--- src/rtl/fu_wb_arbiter.sv ---
// Round-robin writeback arbiter: one holding slot per functional unit,
// fair selection into a registered output stage with valid/ready handshake.
module fu_wb_arbiter #(
    parameter int unsigned NUM_FU        = 5,
    parameter int unsigned DATA_WIDTH    = 32,
    parameter int unsigned ROB_SIZE      = 4,
    parameter int unsigned DEST_REG_SIZE = 3,
    parameter int unsigned CTRL_WIDTH    = 6
) (
    input  logic                              clk,
    input  logic                              reset,
    input  logic                              flush,
    input  logic [NUM_FU-1:0]                 fu_done,
    input  logic [NUM_FU*DATA_WIDTH-1:0]      fu_result,
    input  logic [NUM_FU*ROB_SIZE-1:0]        fu_rob_entry,
    input  logic [NUM_FU*DEST_REG_SIZE-1:0]   fu_dest_reg,
    input  logic [NUM_FU*CTRL_WIDTH-1:0]      fu_ctrl,
    output logic [NUM_FU-1:0]                 fu_free,
    output logic                              out_valid,
    input  logic                              out_ready,
    output logic [DATA_WIDTH-1:0]             out_result,
    output logic [ROB_SIZE-1:0]               out_rob_entry,
    output logic [DEST_REG_SIZE-1:0]          out_dest_reg,
    output logic [CTRL_WIDTH-1:0]             out_ctrl,
    output logic [2:0]                        out_fu_id,
    output logic                              err_overflow
);

    localparam int unsigned IDW = 3;

    typedef struct packed {
        logic [DATA_WIDTH-1:0]    result;
        logic [ROB_SIZE-1:0]      rob;
        logic [DEST_REG_SIZE-1:0] dest;
        logic [CTRL_WIDTH-1:0]    ctrl;
    } wb_t;

    wb_t               slot_q [NUM_FU];
    wb_t               slot_d [NUM_FU];
    logic [NUM_FU-1:0] slot_valid_q, slot_valid_d;
    wb_t               out_q, out_d;
    logic              out_valid_q, out_valid_d;
    logic [IDW-1:0]    out_fu_id_q, out_fu_id_d;
    logic [IDW-1:0]    ptr_q, ptr_d;
    logic              err_q, err_d;

    logic              load_en;
    logic              grant_found;
    logic [IDW-1:0]    grant_idx;

    // Round-robin search starting just after the last granted slot.
    always_comb begin
        int unsigned idx;
        idx         = 0;
        grant_found = 1'b0;
        grant_idx   = '0;
        for (int unsigned k = 1; k <= NUM_FU; k++) begin
            idx = (32'(ptr_q) + k) % NUM_FU;
            if (!grant_found && slot_valid_q[idx]) begin
                grant_found = 1'b1;
                grant_idx   = IDW'(idx);
            end
        end
    end

    // Slot capture, output loading, pointer update and flush squash.
    always_comb begin
        slot_d       = slot_q;
        slot_valid_d = slot_valid_q;
        out_d        = out_q;
        out_valid_d  = out_valid_q;
        out_fu_id_d  = out_fu_id_q;
        ptr_d        = ptr_q;
        err_d        = err_q;
        load_en      = !out_valid_q || out_ready;

        for (int unsigned i = 0; i < NUM_FU; i++) begin
            if (fu_done[i]) begin
                if (!slot_valid_q[i]) begin
                    slot_valid_d[i]  = 1'b1;
                    slot_d[i].result = fu_result[i*DATA_WIDTH +: DATA_WIDTH];
                    slot_d[i].rob    = fu_rob_entry[i*ROB_SIZE +: ROB_SIZE];
                    slot_d[i].dest   = fu_dest_reg[i*DEST_REG_SIZE +: DEST_REG_SIZE];
                    slot_d[i].ctrl   = fu_ctrl[i*CTRL_WIDTH +: CTRL_WIDTH];
                end else begin
                    err_d = 1'b1;
                end
            end
        end

        // A granted slot was valid, so it never collides with a capture above.
        if (load_en) begin
            if (grant_found) begin
                out_d                   = slot_q[grant_idx];
                out_valid_d             = 1'b1;
                out_fu_id_d             = grant_idx;
                slot_valid_d[grant_idx] = 1'b0;
                ptr_d                   = grant_idx;
            end else begin
                out_valid_d = 1'b0;
            end
        end

        if (flush) begin
            slot_d       = slot_q;
            slot_valid_d = '0;
            out_d        = out_q;
            out_valid_d  = 1'b0;
            out_fu_id_d  = out_fu_id_q;
            ptr_d        = IDW'(NUM_FU - 1);
            err_d        = err_q;
        end
    end

    // State registers with synchronous reset.
    always_ff @(posedge clk) begin
        if (reset) begin
            for (int unsigned i = 0; i < NUM_FU; i++) slot_q[i] <= '0;
            slot_valid_q <= '0;
            out_q        <= '0;
            out_valid_q  <= 1'b0;
            out_fu_id_q  <= '0;
            ptr_q        <= IDW'(NUM_FU - 1);
            err_q        <= 1'b0;
        end else begin
            slot_q       <= slot_d;
            slot_valid_q <= slot_valid_d;
            out_q        <= out_d;
            out_valid_q  <= out_valid_d;
            out_fu_id_q  <= out_fu_id_d;
            ptr_q        <= ptr_d;
            err_q        <= err_d;
        end
    end

    assign fu_free       = ~slot_valid_q;
    assign out_valid     = out_valid_q;
    assign out_result    = out_q.result;
    assign out_rob_entry = out_q.rob;
    assign out_dest_reg  = out_q.dest;
    assign out_ctrl      = out_q.ctrl;
    assign out_fu_id     = out_fu_id_q;
    assign err_overflow  = err_q;

endmodule

--- config.mk ---
export PLATFORM = sky130hd
export DESIGN_NAME = fu_wb_arbiter
export DESIGN_NICKNAME = d
export VERILOG_FILES = /design/src/rtl/fu_wb_arbiter.sv
export SDC_FILE = /design/constraint.sdc
export NUM_CORES = 1
export LEC_CHECK = 0
export ABC_AREA = 1
export ABC_CLOCK_PERIOD_IN_PS = 5400
export CAP_MARGIN = 25
export CORE_ASPECT_RATIO = 1.75
export CORE_MARGIN = 2
export CORE_UTILIZATION = 52
export DETAILED_ROUTE_END_ITERATION = 7
export GPL_ROUTABILITY_DRIVEN = 0
export PLACE_DENSITY = 0.81
export RECOVER_POWER = 50
export SLEW_MARGIN = 10
export SYNTH_ARGS = -nofsm -noshare
export SYNTH_HDL_FRONTEND = slang
export SYNTH_SLANG_ARGS = --single-unit
export TNS_END_PERCENT = 100
--- constraint.sdc ---
create_clock -name clk -period 5.4 [get_ports clk]
set_input_delay 1.08 -clock clk [delete_from_list [all_inputs] [get_ports clk]]
set_output_delay 1.08 -clock clk [all_outputs]
set_load 0.005 [all_outputs]
* Word-level counts from Yosys, hierarchy flattened
Index checks and enable logic that the tools add are counted.
** Operators by class
- Div/mod/pow operators :: 5
- Order comparisons :: 8
- $add $sub $neg :: 5
- Muxes and demuxes :: 43
- Bitwise gates (word level) :: 10
- Reductions and logical operators :: 19
** Operators with widths (number)
- < comparator 32 x 4 -> 1 bit (second input constant) :: 5
- modulo 32 x 3 -> 32 bit (second input constant) :: 5
- binary-select mux 45 bit (select 3 bit) :: 1
- two-way mux 45 bit :: 2
- two-way mux 1 bit :: 27
- AND reduction 3 bit :: 6
- binary-select mux 1 bit (select 3 bit) :: 5
- two-way mux 3 bit :: 5
- two-way mux 5 bit :: 2
- inverter 5 bit :: 2
- adder 3 x 2 -> 4 bit (second input constant) :: 2
- adder 3 x 3 -> 4 bit (second input constant) :: 2
- inverter 1 bit :: 6
- bitwise AND 5 bit :: 1
- logical AND 1 bit :: 5
- logical NOT 1 bit :: 5
- adder 3 x 1 -> 4 bit (second input constant) :: 1
- >= comparator 4 bit (second input constant) :: 1
- < comparator 3 x 4 -> 1 bit (second input constant) :: 1
- inverter 3 -> 4 bit :: 1
- demux 1 bit (select 3 bit) :: 1
- >= comparator 3 x 1 -> 1 bit (second input constant) :: 1
- AND reduction 2 bit :: 1
- OR reduction 2 bit :: 1
- logical OR 1 bit :: 1
** Storage, ports and cells
- Flip-flop bits (word level) :: 283
- Output and inout port bits :: 55
- Input bits :: 234

* Depth between registers and ports, before layout
- Depth in word-level cells :: 25
- Depth in mapped cells :: 36

* Worst setup path before layout
Ideal clock, no wire load.
- Path type :: reg2reg
- Start :: reg ptr_q[0]
- End :: reg out_fu_id_q[1], in the netlist out_fu_id[1]
- Required time :: 5.284 ns
- Setup slack :: 0.884 ns
- Arrival time :: 4.400 ns
- Buffers on the path :: 3
- Cell stages (with the launch flop) :: 31
- Setup time :: 0.116 ns
- Path through :: dfxtp_1 -> clkbuf_1 -> inv_1 -> ha_1 -> inv_1 -> ha_1 -> nor2_1 -> nand3_1 -> nand2_1 -> xor2_1 -> ha_1 -> inv_1 -> or2_2 -> nand3_2 -> nand2_2 -> o21ai_2 -> inv_2 -> nand3_1 -> nand2_1 -> nand2_1 -> nand2_2 -> nor2_2 -> nand2_1 -> nor2_1 -> nor2_4 -> nand2_4 -> inv_2 -> buf_4 -> buf_6 -> o211ai_1 -> inv_1
** On the way
- Cells in the longest elaborated chain, start to end :: 18
- Elaborated cells between the ends (all ways) :: 39
- Classes of those cells :: 5 x add/sub; 5 x div; 20 x mux; 9 x reduce/logical
** RTL lines
- start, declared :: RTL line 44 : logic [IDW-1:0] ptr_q, ptr_d;
- start signal, assigned :: RTL line 123 : ptr_q <= IDW'(NUM_FU - 1);
- start signal, assigned :: RTL line 131 : ptr_q <= ptr_d;
- adder 3 x 1 -> 4 bit :: RTL line 58 : idx = (32'(ptr_q) + k) % NUM_FU;
- modulo 32 x 3 -> 32 bit :: RTL line 58
- binary-select mux 1 bit (select 3 bit) :: RTL line 59 : if (!grant_found && slot_valid_q[idx]) begin
- two-way mux 1 bit (not written as such) :: RTL line 59
- two-way mux 1 bit :: RTL line 59
- logical NOT 1 bit :: RTL line 59
- logical AND 1 bit :: RTL line 59
- two-way mux 1 bit :: RTL line 59
- (+2 left out)
- two-way mux 1 bit :: RTL line 59
- logical NOT 1 bit :: RTL line 59
- logical AND 1 bit :: RTL line 59
- two-way mux 1 bit :: RTL line 59
- logical NOT 1 bit :: RTL line 59
- logical AND 1 bit :: RTL line 59
- two-way mux 1 bit :: RTL line 59
- AND reduction 3 bit (no line)
- end signal, assigned :: RTL line 130 : out_fu_id_q <= out_fu_id_d;
- end, declared :: RTL line 43 : logic [IDW-1:0] out_fu_id_q, out_fu_id_d;
Parallel ways exist; a longest one is shown, timed or not. The select of a mux whose other input is x is not followed.
A chain may end at the register's enable or synchronous reset.

* Final worst setup path
- Start :: reg ptr_q[1]
- End :: reg slot_valid_q[1]
** On the way
- Cells in the longest elaborated chain, start to end :: 25
- Elaborated cells between the ends (all ways) :: 47
- Classes of those cells :: 5 x add/sub; 5 x div; 2 x order compare; 24 x mux; 2 x bitwise; 9 x reduce/logical
** RTL lines
- adder 3 x 1 -> 4 bit :: RTL line 58
- modulo 32 x 3 -> 32 bit :: RTL line 58
- binary-select mux 1 bit (select 3 bit) :: RTL line 59
- two-way mux 1 bit (not written as such) :: RTL line 59
- two-way mux 1 bit :: RTL line 59
- logical NOT 1 bit :: RTL line 59
- logical AND 1 bit :: RTL line 59
- two-way mux 1 bit :: RTL line 59
- (+9 left out)
- < comparator 3 x 4 -> 1 bit (not written as such) / >= comparator 3 x 1 -> 1 bit (equally long branches) :: RTL line 97 : slot_valid_d[grant_idx] = 1'b0;
- logical AND 1 bit (not written as such) :: RTL line 97
- two-way mux 1 bit (not written as such) :: RTL line 97
- demux 1 bit (select 3 bit) :: RTL line 97
- inverter 5 bit (no line)
- bitwise AND 5 bit (no line)
- two-way mux 5 bit * :: RTL line 93 : if (grant_found) begin
- two-way mux 5 bit * :: RTL line 92 : if (load_en) begin
- end signal, assigned :: RTL line 127 : slot_valid_q <= slot_valid_d;
- end, declared :: RTL line 40 : logic [NUM_FU-1:0] slot_valid_q, slot_valid_d;
Every way passes the cells marked *; elsewhere a longest branch is shown, timed or not. The select of a mux whose other input is x is not followed.

==> impl_metrics.yaml <==
power_and_ir_drop:
  total_power_mw: 10.69
  powerDensity_nw_per_um2: 612.7
  leakage_nw: 7.888
  peakVddDrop_mv: 0.5544
setup_path:
  crit_path_frequent_cell: "nand2_1"
  cp_max_fo: 14
  cp.arrival_ps: 5420
  crit_slowest_cell: "ha_2"
  crit_type: "reg -> reg"
  critPathBufInv: 7
  cp-end-kind: "flip-flop"
  worstPathRequired_ps: 5830
  startpoint_type: "flip-flop"
  slowest_delay_ps: 490
  critPathTopFamily: "simple AND/OR/NAND/NOR gates"
clocking:
  cts.clk_slew.worst_paths_ps: 70
  clock_latency_ps: 550
  cts_tree: "built"
  cts_inserted_buffers: 26
  hold_buffers: 0
  cts-root-buf: "clkbuf_16"
  clkSinkCount: 283
  cts_buffer_depth: 3
  h-tree-depth: 1
synthesis:
  syn-num-nets: 2321
  ys_types: 40
  ys_seq_area_share_pct: 41.73
  syn_inst: 2058
  synth-seq-cells: 283
  postSynth.asyncResetShare_pct: 0
  syn_area_per_cell_um2: 6.598
  synthesis.area_um2: 13580
  yosys_warnings: 0
  synth_edf_count: 0
  ys.flop_type: "dfxtp_1"
final_layout:
  drive_gt1_share_pct: 5.633
  fin_cells: 2613
  largest_reg_flops: 225
  mostFrequentLayoutCell: "nor2_1"
  final_area_um2: 17450
  syn_to_final_growth_pct: 28.54
  utilization_pct: 67.74
  final_cell_mix: "544 x nor2_1, 452 x nand2_1, 283 x dfxtp_1, 267 x o21ai_0, 233 x clkdlybuf4s50_1"
  regMostFlops: "slot_q"
  finalNetCount: 2535
  fillers: 2244
sta:
  fin_crit_sh_pct: 92.41
  fmax_ghz: 0.2004
  fin_crit_ps: 4990
  worst_pin_slew_ps: 1993
  hold_viol: 0
  rsz0062_at_grt: "no"
  finClkSkew_ps: 30.03
  finalSetupViolCount: 0
  slew_violations: 150
  timing.slew.headroom_pct: -33.11
  setup_tns_ps: 0
detailed_routing:
  drt_iter0_markers: 1381
  detail-route-antenna-nets: 0
  drt-total-wl_mm: 44.83
  via_per_inst: 5.536
  firstDrtPassIters: 8
  vias: 14466
  drcViolationCount: 0
  routedWlPerCell_um: 17.16
die:
  die-area_um2: 27470
  initial_core_util_pct: 52.70
  design.core.area_um2: 25760
  die_w_um: 126.2
  rows: 78
  die_h_um: 217.8
  num_io_pins: 289
global_route:
  overflow: 0
  grt_max_degree: 150
  grt_pass1_wl_mm: 69.53
  track_usage_pct: 31.07
  grt_pass1_vias: 13773
  antenna_found_initial: 3
run:
  drv_cap: 1
placed_design:
  placed_area_um2: 16510
  place_hpwl_mm: 31.65
  portBuffers: 288
  dp.cells: 2558
outcome:
  violations: "max-capacitance violations, max-slew violations"
  status: "finished with violations"
worst_hold_path:
  hp-class: "reg -> reg"
[cells in the mapped netlist (2+ instances only)]
| cell | count | area share [%] |
|---|---|---|
| nand4_2 | 2 | 0.18 |
| nand3_2 | 6 | 0.44 |
| buf_4 | 3 | 0.17 |
| clkbuf_1 | 79 | 2.2 |
| buf_6 | 9 | 0.75 |
| dfxtp_1 | 283 | 42 |
| nor2_1 | 547 | 15 |
| nor2_2 | 2 | 0.092 |
| nand2_1 | 453 | 13 |
| o21ai_0 | 267 | 9.8 |
| buf_2 | 28 | 1.0 |
| ha_1 | 28 | 2.6 |
| o21a_1 | 2 | 0.11 |
| nand3b_1 | 2 | 0.11 |
| nand4_1 | 24 | 1.1 |
| a21oi_1 | 18 | 0.66 |
| nand2_2 | 13 | 0.60 |
| o21ai_1 | 6 | 0.22 |
| xor2_1 | 4 | 0.26 |
| o21ai_2 | 2 | 0.13 |
| inv_1 | 74 | 2.0 |
| buf_1 | 10 | 0.28 |
| nor3_1 | 5 | 0.18 |
| o211ai_1 | 8 | 0.44 |
| nand2_4 | 2 | 0.17 |
| inv_2 | 20 | 0.55 |
| nand3_1 | 148 | 5.5 |
[repair_timing]
action	4_1_cts	5_1_grt
setup endpoints to repair	0	51
gates resized for setup	0	6
setup buffers	0	4
[logic make-up after synthesis]
| logic type | after synthesis | share of synthesized area, % |
|---|---|---|
| adders and majority gates | 29 | 2.728 |
| buffers and inverters | 224 | 7.031 |
| DFF | 283 | 41.73 |
| and+or+nand+nor | 1208 | 36.33 |
| xor gates and xnor gates | 5 | 0.3778 |
| AOI/OAI and AO/OA | 309 | 11.81 |
[worst paths after layout]
path / from / end / slack, ps / depth (start not counted)
min reg2reg: slot_q[93]$_SDFFE_PP0P_ / slot_q[93]$_SDFFE_PP0P_ / 450 / 2
max reg2reg: ptr_q[1]$_SDFFE_PP0P_ / slot_valid_q[1]$_SDFF_PP0_ / 410 / 29
max: ptr_q[1]$_SDFFE_PP0P_ / slot_valid_q[1]$_SDFF_PP0_ / 410 / 29
min: slot_q[93]$_SDFFE_PP0P_ / slot_q[93]$_SDFFE_PP0P_ / 450 / 2
[per-layer routing]
layer	part of all wire, %	GRT usage (%)	vias up
li1	-	-	6980
met4	7.7	20.99	0
met5	0	0	-
met1	38	37.34	6579
met3	7.1	4.220	179
met2	47	51.42	728
[power by group]
group / internal (mW) / total (mW) / switching [mW]
sequential: 2.43 / 2.65 / 0.214
combinational: 1.95 / 6.18 / 4.23
clock: 1.05 / 1.86 / 0.811
total: 5.43 / 10.7 / 5.26
[per-stage QoR]
stage / worst slack, ps / hold slack (ps)
2_1_floorplan: 883.6 / 424.5
3_3_place_gp: 591.6 / 436.1
4_1_cts: 269.8 / 453.9
5_1_grt: 22.54 / 479.3
3_5_place_dp: 267.9 / 441.5
6_report: 410.1 / 453.8
[worst min-delay path: cells and delay by family, from the launching register on]
| family | cells | cell delay (ps) |
|---|---|---|
| DFF | 1 | 300 |
| buffers and inverters | 1 | 60 |
| AOI/OAI and AO/OA | 1 | 50 |
[layout make-up]
type / count / area (µm²) / share of cell area, %
antenna: 3 / 7.507 / 0.04301
clock buffer: 38 / 745.7 / 4.273
clock inverter: 8 / 103.9 / 0.5950
inverter: 95 / 360.3 / 2.065
multi-input combinational: 1553 / 7039 / 40.33
sequential: 283 / 5665 / 32.46
tap: 320 / 400.4 / 2.294
timing repair buffer: 313 / 3131 / 17.94
Power figures use the tool's default switching activity.
